<file path="src/rtl/cybercobra_run_ctrl.sv">
// cybercobra_run_ctrl
// Run/step/halt sequencer for the CYBERcobra core. It generates the core
// reset and the per-cycle execute enable, and counts executed instructions.
// Optional feature macro: CYBERCOBRA_BREAKPOINT_EN. When it is defined, a PC
// breakpoint stops the core before the instruction at bp_addr_i executes.
module cybercobra_run_ctrl #(
    parameter int RST_CYCLES = 4,
    parameter int CNT_W      = 32,
    parameter int PC_W       = 32
) (
    input  logic             clk_i,
    input  logic             rst_i,
    input  logic             run_i,
    input  logic             step_i,
    input  logic             halt_i,
    input  logic             restart_i,
    input  logic [PC_W-1:0]  pc_i,
    input  logic [PC_W-1:0]  bp_addr_i,
    input  logic             bp_valid_i,
    output logic             core_rst_o,
    output logic             core_en_o,
    output logic [2:0]       state_o,
    output logic [CNT_W-1:0] instr_cnt_o
);

    localparam int RC_W = (RST_CYCLES > 1) ? $clog2(RST_CYCLES) : 1;
    localparam logic [RC_W-1:0] RST_RELOAD = RC_W'(RST_CYCLES - 1);

    typedef enum logic [2:0] {
        CORE_RST = 3'd0,
        HALTED   = 3'd1,
        RUNNING  = 3'd2,
        STEPPING = 3'd3,
        BROKEN   = 3'd4
    } run_state_t;

    run_state_t        state;
    logic [RC_W-1:0]   rst_cnt;
    logic              core_rst;
    logic [CNT_W-1:0]  instr_cnt;
    logic              bp_hit;

`ifdef CYBERCOBRA_BREAKPOINT_EN
    logic              skip;

    // A breakpoint only blocks free running; skip lets the stopped-at instruction execute once.
    always_comb begin
        bp_hit = (state == RUNNING) && bp_valid_i && (pc_i == bp_addr_i) && !skip;
    end
`else
    logic              unused_bp;

    // Breakpoint inputs are not used in this build; bp_hit is tied off.
    always_comb begin
        bp_hit    = 1'b0;
        unused_bp = ^{pc_i, bp_addr_i, bp_valid_i};
    end
`endif

    // Execute enable: the core commits an instruction in every cycle this is high.
    always_comb begin
        core_en_o = ((state == RUNNING) && !bp_hit) || (state == STEPPING);
    end

    // Sequencer FSM with core reset timer, saturating instruction counter and skip flag.
    always_ff @(posedge clk_i) begin
        if (rst_i) begin
            state     <= CORE_RST;
            rst_cnt   <= RST_RELOAD;
            core_rst  <= 1'b1;
            instr_cnt <= '0;
`ifdef CYBERCOBRA_BREAKPOINT_EN
            skip      <= 1'b0;
`endif
        end else begin
            if (core_en_o && (instr_cnt != {CNT_W{1'b1}})) begin
                instr_cnt <= instr_cnt + 1'b1;
            end
`ifdef CYBERCOBRA_BREAKPOINT_EN
            if (core_en_o) begin
                skip <= 1'b0;
            end
`endif
            if (state == CORE_RST) begin
                if (rst_cnt == '0) begin
                    state    <= HALTED;
                    core_rst <= 1'b0;
                end else begin
                    rst_cnt <= rst_cnt - 1'b1;
                end
            end else if (restart_i) begin
                state     <= CORE_RST;
                rst_cnt   <= RST_RELOAD;
                core_rst  <= 1'b1;
                instr_cnt <= '0;
`ifdef CYBERCOBRA_BREAKPOINT_EN
                skip      <= 1'b0;
`endif
            end else begin
                case (state)
                    HALTED: begin
                        if (halt_i) begin
                            state <= HALTED;
                        end else if (step_i) begin
                            state <= STEPPING;
                        end else if (run_i) begin
                            state <= RUNNING;
                        end
                    end
                    RUNNING: begin
                        if (halt_i) begin
                            state <= HALTED;
                        end else if (bp_hit) begin
                            state <= BROKEN;
                        end
                    end
                    STEPPING: begin
                        state <= HALTED;
                    end
`ifdef CYBERCOBRA_BREAKPOINT_EN
                    BROKEN: begin
                        if (halt_i) begin
                            state <= HALTED;
                        end else if (step_i) begin
                            state <= STEPPING;
                            skip  <= 1'b1;
                        end else if (run_i) begin
                            state <= RUNNING;
                            skip  <= 1'b1;
                        end
                    end
`endif
                    default: begin
                        state <= HALTED;
                    end
                endcase
            end
        end
    end

    assign core_rst_o  = core_rst;
    assign state_o     = state;
    assign instr_cnt_o = instr_cnt;

endmodule
</file>
<file path="config.mk">
export PLATFORM = sky130hd
export DESIGN_NAME = cybercobra_run_ctrl
export DESIGN_NICKNAME = d
export VERILOG_FILES = /design/src/rtl/cybercobra_run_ctrl.sv
export SDC_FILE = /design/constraint.sdc
export NUM_CORES = 1
export LEC_CHECK = 0
export CORE_AREA = 2 2 66 84
export CTS_BUF_LIST = sky130_fd_sc_hd__clkbuf_16
export DETAILED_ROUTE_END_ITERATION = 6
export DIE_AREA = 0 0 68 86
export PLACE_DENSITY = 0.76
export SYNTH_ARGS = -nofsm -noshare
export SYNTH_HDL_FRONTEND = slang
export SYNTH_SLANG_ARGS = --single-unit
</file>
<file path="constraint.sdc">
create_clock -name clk_i -period 2.91 [get_ports clk_i]
set_clock_uncertainty 0.05 [all_clocks]
set_input_delay 0.4365 -clock clk_i [delete_from_list [all_inputs] [get_ports clk_i]]
set_output_delay 0.4365 -clock clk_i [all_outputs]
set_load 0.02 [all_outputs]
</file>
Word-level counts from Yosys, hierarchy flattened
Index checks and enable logic that the tools add are counted.

Bits in registers: 38. Input bits: 71.

Add/subtract/negate cells: 2. Equality and inequality tests: 8. Muxes and demuxes: 17. Reduce and logical (&&, ||, !) cells: 8.

Operators with widths (count): $mux W32 (3); $add A32 B1 Y32 const B (1); $ne A32 B32 Y1 const B (1); $mux W3 (7); $eq A3 B2 Y1 const B (2); $mux W2 (3); $ne A6 B6 Y1 const B (1); $pmux W3 S2 (1); $ne A4 B3 Y1 const B (1); $reduce_and A2 Y1 (2); $eq A3 B1 Y1 const B (1); $logic_not A3 Y1 (1); $mux W1 (3); $reduce_and A3 Y1 (1); $logic_not A2 Y1 (1); $ne A2 B1 Y1 const B (1); $ne A2 B2 Y1 const B (1); $reduce_bool A2 Y1 (1); $sub A2 B1 Y2 const B (1); $logic_and A1 B1 Y1 (1); $logic_or A1 B1 Y1 (1).

Depth between registers and ports, before layout
Gate-level depths: netlist of the first run.

Word-level depth: 6. Gate-level depth with buffers: 9. Depth with buffers taken out: 6.

Worst setup path after synthesis of the first run
OpenSTA, ideal clock, no wires.

Path type: register to register. Start point: reg instr_cnt[0], in the netlist instr_cnt_o[0]. End point: reg instr_cnt[23], in the netlist instr_cnt_o[23]. Setup time: 0.071 ns. Data arrival time: 2.106 ns. Required time: 2.789 ns. Slack: 0.683 ns. Stages on the path, launching flop included: 8. Clock period less this slack: 2.227 ns. Cells stage by stage: dfxtp_1 > ha_1 > and4_1 > and4_4 > buf_6 > or4b_4 > or3_1 > a21oi_1.

Word-level cells in the longest chain between the ends: 5. Elaborated cells on any way between the ends: 6.

RTL lines: start, declared (RTL line 40) `logic [CNT_W-1:0] instr_cnt;`; start signal, assigned (RTL line 77) `instr_cnt <= instr_cnt + 1'b1;`; branches (longest 2 deep; another with $add A32 B1 Y32); $mux W32 * (RTL line 76) `if (core_en_o && (instr_cnt != {CNT_W{1'b1}})) begin`; $mux W32 (RTL line 91) `end else if (restart_i) begin`; $mux W32 * (RTL line 84) `if (state == CORE_RST) begin`.

Every way passes the cells marked *. A chain may end at the register's enable or synchronous reset.

Worst setup path after layout of the first run
Start point: reg instr_cnt[0], in the netlist instr_cnt_o[0]. End point: reg instr_cnt[15], in the netlist instr_cnt_o[15].

The elaborated chain is that of the path after synthesis.

==> results of run 1 <==
-- registers in the layout (all words and copies together), names as in the netlist --
signal	flops
state_o	2
rst_cnt	2
core_rst_o	1
instr_cnt_o	32
-- layout make-up --
cell class,instances,area share (%)
Clock buffer,5,5.07
Clock inverter,3,1.88
Inverter,7,1.06
Multi-Input combinational cell,170,41.6
Sequential cell,37,30.0
Tap cell,62,3.14
Timing Repair Buffer,43,17.2
-- routing by layer --
metal / share of wire [%] / GRT usage [%] / vias up
met5: 0 / 0 / -
met4: 0.68 / 5.82 / 0
met3: 5.7 / 4.33 / 2
met2: 49 / 25.2 / 45
met1: 45 / 19.6 / 848
li1: - / - / 919
-- tightest hold or removal path: stages, from the launching register on --
cell	delay (ns)
dfxtp_1	0.31
nand2_1	0.05
nand2_1	0.04
-- stage by stage --
stage / cell area (sq um) / setup WS, ns / hold WS [ns]
after floorplan: 1880 / 0.683 / 0.404
after global placement: 2300 / 0.663 / 0.380
after detailed placement: 2300 / 0.640 / 0.384
after CTS: 2470 / 0.629 / 0.394
after global routing: 2470 / 0.512 / 0.436
final: 2470 / 0.628 / 0.389
-- synthesized netlist by cell type (2+ instances only) --
master / number / share of area (%)
clkbuf_1: 7 / 1.4
nand3_1: 9 / 2.4
nor2_1: 14 / 2.8
a211oi_1: 3 / 1.2
and4_1: 9 / 4.2
o31ai_1: 3 / 1.2
o211ai_1: 3 / 1.2
nand2_1: 21 / 4.2
nand4_1: 8 / 2.7
or3_1: 17 / 5.7
xnor2_1: 7 / 3.3
o21ai_0: 17 / 4.5
a21oi_1: 25 / 6.7
dfxtp_1: 37 / 39
or4_1: 5 / 2.0
and2_1: 3 / 1.0
ha_1: 2 / 1.3
inv_1: 7 / 1.4
or2_2: 2 / 0.67
mux2i_1: 2 / 1.1
a31oi_1: 3 / 1.0
buf_6: 4 / 2.4
-- logic make-up after synthesis --
logic type	count (synthesis)	synth area share (%)
mux	3	1.67
xor+xnor	7	3.27
buf+inv	20	5.87
fa+ha+maj	2	1.33
simple gates	98	30.1
compound gates	59	18.1
flops	37	39.5
other cells	1	0.200
-- worst paths after layout --
| check | to | from | cells past startpoint | slack [ns] |
|---|---|---|---|---|
| setup / recovery | instr_cnt_o[15] | instr_cnt_o[0] | 6 | 0.63 |
| hold / removal | core_rst_o | core_rst_o | 2 | 0.39 |
| setup reg to reg | instr_cnt_o[15] | instr_cnt_o[0] | 6 | 0.63 |
| hold reg to reg | core_rst_o | core_rst_o | 2 | 0.39 |
-- power groups by stage --
stage	combinational [uW]	clock [uW]	sequential, uW
after CTS	102	638	533
after global routing	112	649	535
after floorplan	63.9	0	548
final	99.9	624	532
after detailed placement	102	0	544
after global placement	99.1	0	543
==> results by stage, run 1 <==
Outcome:
- The run finished with clean final reports.

Route:
- The routed wire length is ~4300 microns.
- The wire length per cell is ~13 microns.
- The detailed-route vias per instance is 5.55.
- The detailed-routing iteration count for the pre-antenna-repair pass is 4.
- The first-iteration detailed-routing DRC count is 59.
- The number of vias after detailed routing is ~1800.
- The detail route stage leaves a number of antenna-violating nets equal to 0.
- The number of design rule violations left after detail routing is 0.

Pwr:
- The power density of the placed cells is just over 500 nW/um^2.
- The highest ir drop seen on vdd is 375 uV.
- The internal portion of the total power is 974 uW.
- The overall power is 1260 uW.
- Registers are responsible for 42.4% of the overall power.
- The clock network is responsible for between 40% and 50% of the overall power.
- The analysis attributes to net switching a power of approximately 280 uW.
- Net switching is 22.5% of the power.
- The proportion of power drawn by combinational gates is 8.0%.
- The static power due to leakage is 0.000816 uW.

Worst setup path:
- The critical path class is reg2reg.
- Among cell families on the critical path, the largest total delay comes from simple AND/OR/NAND/NOR gates.
- The required time of the critical path is 3.07 ns.
- The data arrival at the endpoint of the critical path is ~2.4 ns.
- On the worst path, the slowest cell contributes a delay of approximately 0.54 ns.
- Walking the worst path, the cells encountered are ha_1 > and4_1 > and4_4 > and3_2 > or4b_1 > a21oi_1.
- The worst-path maximum fanout is 26.
- The slowest stage of the critical path is the or4b_1 cell.
- The worst setup path is launched from a register.
- STA classifies the critical path endpoint as a register.
- Counting both buffers and inverters, the worst setup path holds a total of 0.

Final layout:
- In the layout the commonest cells are clkdlybuf4s50_1 (41), dfxtp_1 (37), a21oi_1 (25).
- The most frequent standard cell in the layout excluding fill and tap cells is clkdlybuf4s50_1.
- 0 antenna diodes ended up in the layout.
- The final net count is 337.
- Once layout is complete, the cells apart from fillers number 327.
- Once layout is complete, the utilization of the core stands at 49.3%.
- Registers take 741 sq um.
- After filler insertion, the fill cell instance count of the layout stands at a little under 500.
- In the final layout, the multi-input gates occupy roughly 1000 sq um.
- Cells with a size suffix above 1 make up 6.79% of the layout.
- From synthesis to final layout, the design area changed by 31.5%.

STA:
- The summed negative setup slack over all endpoints is 0 ns.
- The final-report hold violation count came to 0.
- The number of failing setup endpoints in the final timing report is 0.
- Derived from the worst setup path, the maximum achievable clock frequency is approximately 440 MHz.
- The slew at the pin closest to its max-slew limit is 0.755 ns.
- The max-slew violation total from the final report is 0.
- The post-layout minimum cycle time is 2.28 ns.
- The worst relative slew slack is 49.7%.
- The worst path uses 78.4% of the clock period.
- Setup repair after global routing left no endpoint under its margin.

Clocking:
- The number of buffers inserted for hold repair after clock tree synthesis is 0.
- The post-cts gate resize count is 0.
- The clock tree from TritonCTS is yes.
- The clock-pin slew reported for the worst setup and hold paths after clock tree synthesis is 0.06 ns.
- Clock tree synthesis inserted a total of 5 buffers.
- The number of sinks driven by the clock tree is 37.
- The tree is rooted in a clkbuf_16.
- The number of setup buffers added after CTS is 0.
- The clock reaches the later pin of the worst-skew pair after 0.28 ns.
- The H-tree level count is 2.
- The maximum count of clock buffers along a single path is 2.

Global routing:
- The maximum number of pins on one net before global-route repair is 27.
- The number of global-route vias before repair is 1618.
- The all-layer global routing usage is 15.7%.
- The first-pass GRT wire length is 7110 microns.
- After global routing the overflow that remains totals 0.
- The initial antenna violation count came to 0.

Logic synthesis:
- The mapped netlist covers 1880 sq um.
- Synthesis produced a netlist with a net count of 300.
- The number of standard cells after synthesis is 227.
- The average instance area after synthesis is 8.27 sq um.
- The sequential area share after synthesis is 39.5%.
- In this run, synthesis inferred 0 flip-flops with an integrated enable.
- The post-synthesis cell type count is 41.
- The share of flip-flops with an asynchronous set or reset is 0%.
- The total of flip-flops plus latches after synthesis is 37.
- The total number of yosys warnings is 0.
- The most used flip-flop cell after synthesis is dfxtp_1.

Floorplanning:
- The number of cell rows is 29.
- The initial utilization of the core area, before any placement, comes to 37.5%.
- The number of I/O pins is approximately 110.
- The height of the chip is around 86 microns.
- The area of the die is 5850 sq um.
- The placeable core area is about 5000 sq um.
- The chip width is 68 microns.

Placed design:
- The routability congestion estimate is 0.774.
- Input and output buffers added on the ports amount to 41.
- Counting tap cells, the placed design contains a total of 319 instances.
- Once detailed placement completed, the half-perimeter wirelength came to 3040 microns.

Min path:
- The tightest min-delay check is of the reg2reg type.

Run:
- The tool flagged a number of max-cap violations equal to 0.
Power figures use the tool's default switching activity.
==> run 2, diff against run 1 <==
- clock period: 2.91 -> 2.3 ns (I/O delays scaled with it)
==> results by stage, run 2 (synthesized netlist as in run 1, its figures left out) <==
Worst setup path:
- The endpoint of the worst register-to-register path is instr_cnt_o[24] (was instr_cnt_o[15]).
- The setup slack on the worst flop-to-flop path is 0.15 ns (was 0.63 ns).
- The launching instance or port of the critical path is instr_cnt_o[18] (was instr_cnt_o[0]).
- The launch instance of the worst register-to-register path is instr_cnt_o[18] (was instr_cnt_o[0]).
- The data arrival at the endpoint of the critical path was 2.31 ns (was 2.44 ns).
- The length in cells of the worst reg-to-reg path is 5 (was 6).
- The worst-path maximum fanout is 9 (was 26).
- The critical path class was reg2reg (unchanged).
- The destination of the critical timing path is instr_cnt_o[24] (was instr_cnt_o[15]).
- The launching element type of the critical path is a register (unchanged).
- The required time of the critical path was 2.46 ns (was 3.07 ns).
- The endpoint type of the worst setup path is a register (unchanged).

Placed design:
- The area after detailed placement was 2390 sq um (was 2300 sq um).
- The routability congestion estimate is 0.765 (was 0.774).
- The sum of net half-perimeters after detailed placement is 3310 microns (was 3040 microns).
- The count of buffers inserted at the top-level ports is 41 (unchanged).

Final layout:
- The final cell utilization of the core is 50.6% (was 49.3%).
- The count of filler cells inserted in the layout is 482 (was 494).
- The number of flip-flops under the largest register name is 32 (unchanged).
- The area of all placed cells without fillers is 2540 sq um (was 2470 sq um).
- The storage element area is 741 sq um (unchanged).
- The final net count is 350 (was 337).
- Most used cells in the layout excluding fill and tap cells: clkdlybuf4s50_1 (41), dfxtp_1 (37), a21oi_1 (25) (unchanged).
- The most frequent standard cell in the layout excluding fill and tap cells is clkdlybuf4s50_1 (unchanged).
- The fraction of final layout cells sized beyond drive strength 1 is 10.8% (was 6.79%).
- The post-synthesis to final-layout area growth came to 35.1% (was 31.5%).
- The total inserted antenna cells came to 0 (unchanged).
- The multi-input gate area in the final layout came to 1030 sq um (unchanged).

STA:
- The number of failing setup endpoints in the final timing report is 0 (unchanged).
- The share of the cycle needed by the critical path after routing is 93.4% (was 78.4%).
- The post-layout minimum cycle time was 2.15 ns (was 2.28 ns).
- The summed negative setup slack over all endpoints was 0 ns (unchanged).
- The highest clock frequency the design can meet was 465 MHz (was 438 MHz).
- The final-report hold violation count is 0 (unchanged).
- The worst relative slew slack is 57.9% (was 49.7%).
- The max-slew violation total from the final report came to 0 (unchanged).
- Setup repair after global routing missed its margin: false (unchanged).
- The slew at the pin closest to its max-slew limit is 0.631 ns (was 0.755 ns).
- The worst hold slack is 0.391 ns (was 0.389 ns).

Floorplanning:
- The area of the die came to 5850 sq um (unchanged).
- The effective utilization at floorplan is 37.5% (unchanged).
- The height of the chip is 86 microns (unchanged).
- The chip width is 68 microns (unchanged).
- The number of cell rows is 29 (unchanged).
- The number of I/O pins was 108 (unchanged).
- The placeable core area is 5010 sq um (unchanged).

Route:
- The first-iteration detailed-routing DRC count is 85 (was 59).
- The remaining antenna violation count after routing is 0 (unchanged).
- The routed wire length is 4540 microns (was 4270 microns).
- The detailed-route vias per instance came to 5.51 (was 5.55).
- The detailed-routing iteration count for the pre-antenna-repair pass is 6 (was 4).
- The wire length per cell is 13.4 microns (was 13.1 microns).
- The number of vias after detailed routing came to 1874 (was 1814).
- The number of design rule violations left after detail routing came to 0 (unchanged).

Min path:
- The worst hold path depth is 2 (unchanged).
- The source of the worst hold timing path is core_rst_o (unchanged).
- The worst min-delay path category is reg2reg (unchanged).

Clocking:
- The insertion delay of the later-clocked pin in the worst-skew pair was 0.28 ns (about the same).
- The number of buffers inserted for hold repair after clock tree synthesis is 0 (unchanged).
- The TritonCTS buffer count was 5 (unchanged).
- The H-tree level count is 2 (unchanged).
- The clock tree from TritonCTS is yes (unchanged).
- The buffer type at the clock tree root was clkbuf_16 (unchanged).
- The number of sinks driven by the clock tree came to 37 (unchanged).
- The clock-pin slew reported for the worst setup and hold paths after clock tree synthesis was 0.06 ns (about the same).
- The number of setup buffers added after CTS came to 0 (unchanged).
- The post-cts gate resize count is 0 (unchanged).
- The maximum count of clock buffers along a single path is 2 (unchanged).

Global routing:
- The maximum number of pins on one net before global-route repair was 23 (was 27).
- The number of global-route vias before repair is 1762 (was 1618).
- The global-route congestion overflow total was 0 (unchanged).
- The initial antenna violation count is 0 (unchanged).
- The first-pass GRT wire length is 7670 microns (was 7110 microns).
- The all-layer global routing usage is 16.6% (was 15.7%).

Pwr:
- The static power due to leakage is 0.000877 uW (was 0.000816 uW).
- The highest ir drop seen on vdd is 455 uV (was 375 uV).
- The power density of the placed cells is 577 nW/um^2 (was 509 nW/um^2).
- The overall power is 1460 uW (was 1260 uW).

Outcome:
- Outcome: completed (unchanged).

Run:
- The number of maximum-capacitance violations came to 0 (unchanged).
-- run 2: changes by cell type in the layout (fill, tap and decap cells not counted) --
cell / previous run / this run
buf_4: 2 / 15
clkinvlp_4: 1 / 0
clkinv_1: 0 / 1
bufinv_16: 1 / 0
clkinv_2: 0 / 1
-- run 2: report_power, final --
| part | internal (uW) | switching (uW) | leakage, uW |
|---|---|---|---|
| sequential | 662 | 11.2 | 0.000299 |
| clock | 397 | 261 | 0.0000712 |
| combinational | 61.0 | 71.2 | 0.000507 |
| total | 1120 | 343 | 0.000877 |
-- run 2: worst max-delay path, cell delays in order, from the launching register on --
cell	delay [ns]
dfxtp_1	0.42
and4_1	0.27
and4_1	0.31
o2111ai_1	0.35
or3_2	0.52
a21oi_1	0.15
-- run 2: final cells by class --
cell class | instances | area share, %
Clock inverter | 3 | 0.691
Tap cell | 62 | 3.06
Inverter | 7 | 1.04
Timing Repair Buffer | 56 | 20.6
Multi-Input combinational cell | 170 | 40.5
Sequential cell | 37 | 29.2
Clock buffer | 5 | 4.93
-- run 2: worst min-delay path by stage --
stage          slack, ns          to
2_1_floorplan       0.36  state_o[0]
3_3_place_gp        0.38  core_rst_o
3_5_place_dp        0.39  core_rst_o
4_1_cts             0.40  core_rst_o
5_1_grt             0.43  core_rst_o
6_report            0.39  core_rst_o
-- run 2: metrics by stage --
stage | instances | setup WS, ns
after floorplan | 227 | 0.0731
after global routing | 340 | 0.0263
final | 340 | 0.152
after detailed placement | 332 | 0.163
after global placement | 332 | 0.195
after CTS | 340 | 0.137
-- run 2: routing by layer --
layer | global-route usage, % | share of wire [%]
met1 | 19.6 | 45
met2 | 28.3 | 48
met3 | 4.46 | 4.7
met4 | 5.64 | 1.5
met5 | 0 | 0
==> run 3, diff against run 2 <==
- CORE_AREA: 2 2 66 84 -> 2 2 74 76
- DIE_AREA: 0 0 68 86 -> 0 0 76 78
- PLACE_DENSITY: 0.76 -> 0.75
- SETUP_SLACK_MARGIN: default -> 0.2
==> results by stage, run 3 (synthesized netlist as in run 1, its figures left out) <==
Outcome:
- Outcome: completed (unchanged).

Pwr:
- The sequential share of power is 46.8% (was 46.0%).
- The power share of the clock group is 44.0% (was 45.0%).
- The proportion of power drawn by combinational gates is 9.2% (was 9.0%).
- The cell-internal power is 1110 uW (was 1120 uW).
- The highest ir drop seen on vdd came to 383 uV (was 455 uV).
- The fraction of power spent switching nets is 22.7% (was 23.5%).
- The power density of the placed cells was 562 nW/um^2 (was 577 nW/um^2).
- The switching power came to 327 uW (was 343 uW).
- The static power due to leakage is 0.000858 uW (was 0.000877 uW).

Global routing:
- The first-pass GRT wire length is 7810 microns (was 7670 microns).
- The number of global-route vias before repair is 1744 (was 1762).
- The all-layer global routing usage was 15.9% (was 16.6%).
- The layer with the highest usage after global routing is met2 (unchanged).
- The global-route met1 utilization is 19.2% (was 19.6%).
- The initial antenna violation count is 0 (unchanged).
- The maximum number of pins on one net before global-route repair is 27 (was 23).
- The met2 demand-to-capacity share in global routing is 27.3% (was 28.3%).
- The global-route congestion overflow total came to 0 (unchanged).
- The global-route met3 utilization is 3.49% (was 4.46%).

Placed design:
- The sum of net half-perimeters after detailed placement is 3100 microns (was 3310 microns).
- The routability congestion estimate is 0.752 (was 0.765).
- The area after detailed placement is 2360 sq um (was 2390 sq um).
- The count of buffers inserted at the top-level ports was 41 (unchanged).
- The total instance count after detailed placement came to 333 (was 332).

Route:
- The detailed-routing iteration count for the pre-antenna-repair pass was 4 (was 6).
- The number of vias after detailed routing is 1862 (was 1874).
- The number of design rule violations left after detail routing is 0 (unchanged).
- The remaining antenna violation count after routing came to 0 (unchanged).
- The detailed-route vias per instance was 5.43 (was 5.51).
- The first-iteration detailed-routing DRC count came to 75 (was 85).
- The routed wire length is 4620 microns (was 4540 microns).
- The wire length per cell is 13.5 microns (was 13.4 microns).

Clocking:
- The maximum count of clock buffers along a single path is 2 (unchanged).
- The insertion delay of the later-clocked pin in the worst-skew pair is 0.28 ns (about the same).
- The buffer type at the clock tree root is clkbuf_16 (unchanged).
- The H-tree level count is 2 (unchanged).
- The TritonCTS buffer count is 5 (unchanged).
- The clock tree from TritonCTS is yes (unchanged).
- The clock-pin slew reported for the worst setup and hold paths after clock tree synthesis is 0.05 ns (was 0.06 ns).
- The number of sinks driven by the clock tree is 37 (unchanged).

Final layout:
- The count of placed standard cells in the final layout, fillers left out is 343 (was 340).
- The storage element area is 752 sq um (was 741 sq um).
- The post-synthesis to final-layout area growth is 36.4% (was 35.1%).
- The count of filler cells inserted in the layout is 486 (was 482).
- The area of all placed cells without fillers was 2560 sq um (was 2540 sq um).
- The final net count is 345 (was 350).
- The fraction of final layout cells sized beyond drive strength 1 is 13.2% (was 10.8%).
- The number of flip-flops under the largest register name is 32 (unchanged).
- The final cell utilization of the core came to 50.8% (was 50.6%).
- The total inserted antenna cells is 0 (unchanged).
- The most frequent standard cell in the layout excluding fill and tap cells is clkdlybuf4s50_1 (unchanged).
- Most used cells in the layout excluding fill and tap cells: clkdlybuf4s50_1 (41), dfxtp_1 (30), a21oi_1 (24) (was clkdlybuf4s50_1 (41), dfxtp_1 (37), a21oi_1 (25)).
- The multi-input gate area in the final layout is 1070 sq um (was 1030 sq um).

Worst setup path:
- The launching instance or port of the critical path is instr_cnt_o[0] (was instr_cnt_o[18]).
- The launching element type of the critical path was a register (unchanged).
- The biggest cell delay along the critical path is 0.51 ns (was 0.52 ns).
- The required time of the critical path is 2.47 ns (was 2.46 ns).
- The endpoint type of the worst setup path is a register (unchanged).
- The critical path class is reg2reg (unchanged).
- The data arrival at the endpoint of the critical path is 2.20 ns (was 2.31 ns).
- The critical-path cell with the highest stage delay is or4b_4 (was or3_2).
- The worst-path maximum fanout was 5 (was 9).
- The launch instance of the worst register-to-register path is instr_cnt_o[0] (was instr_cnt_o[18]).
- Series of cell instances along the critical path: ha_4 > and4_4 > and4_4 > or4b_4 > or3_4 > a21oi_2 (was and4_1 > and4_1 > o2111ai_1 > or3_2 > a21oi_1).
- The cell repeated most along the worst path is and4_4 (was and4_1).
- The length in cells of the worst reg-to-reg path is 6 (was 5).

STA:
- Setup repair after global routing missed its margin: false (unchanged).
- The number of failing setup endpoints in the final timing report is 0 (unchanged).
- The final-report hold violation count came to 0 (unchanged).
- The max-slew violation total from the final report is 0 (unchanged).
- The highest clock frequency the design can meet is 491 MHz (was 465 MHz).
- The summed negative setup slack over all endpoints is 0 ns (unchanged).
- The share of the cycle needed by the critical path after routing is 88.5% (was 93.4%).
- The worst hold slack is 0.390 ns (was 0.391 ns).
- The post-layout minimum cycle time is 2.04 ns (was 2.15 ns).

Floorplanning:
- The chip width came to 76 microns (was 68 microns).
- The number of I/O pins is 108 (unchanged).
- The number of cell rows was 26 (was 29).
- The area of the die is 5930 sq um (was 5850 sq um).
- The effective utilization at floorplan is 37.2% (was 37.5%).
- The placeable core area is 5040 sq um (was 5010 sq um).
- The height of the chip is 78 microns (was 86 microns).

Min path:
- The source of the worst hold timing path is core_rst_o (unchanged).
- The worst min-delay path category is reg2reg (unchanged).
- The worst hold path depth is 2 (unchanged).

Run:
- The number of maximum-capacitance violations came to 0 (unchanged).
[run 3: changes by cell type in the layout (fill, tap and decap cells not counted), sizes merged]
cell    delta
buf        -5
clkinv     -3
inv        +3
[run 3: what timing repair did]
item,in CTS,in global routing
pin swaps,0,3
buffers inserted,0,2
gates resized for setup,2,11
endpoints found under the setup margin,5,8
hold buffers,0,0
[run 3: path summary, 6_finish.rpt]
| kind | endpoint | slack (ns) |
|---|---|---|
| worst max-delay path | instr_cnt_o[25] | 0.26 |
| worst max register to register | instr_cnt_o[25] | 0.26 |
| worst min register to register | core_rst_o | 0.39 |
| worst min-delay path | core_rst_o | 0.39 |
[run 3: area by class of cell]
type	instances	area share, %
multi-input cells	170	41.9
flip-flops and latches	37	29.4
repair buffers	51	19.0
clock buffers	5	4.89
well taps	70	3.42
inverters	7	1.03
clock inverters	3	0.440
[run 3: critical path, delay by kind of cell (launching register included)]
| family | cells | cell delay [ns] |
|---|---|---|
| DFF | 1 | 0.36 |
| AOI/OAI and AO/OA | 1 | 0.11 |
| adders and majority gates | 1 | 0.17 |
| and+or+nand+nor | 4 | 1.29 |
[run 3: per-layer routing]
metal,part of all wire [%],up-vias
li1,-,931
met1,46,885
met2,49,39
met3,3.9,7
met4,1.2,0
met5,0,-
[run 3: through the flow]
stage                     setup WS (ns)  power [uW]
after floorplan                   0.207         774
after global placement            0.189         816
after global routing              0.214        1500
final                             0.264        1440
after detailed placement          0.166         819
after CTS                         0.236        1460
[run 3: power by group through the flow]
stage	Combinational (uW)	Sequential [uW]	Clock, uW
after global placement	130	687	0
after floorplan	80.8	693	0
final	133	673	632
after CTS	134	673	653
after global routing	145	675	684
after detailed placement	132	687	0
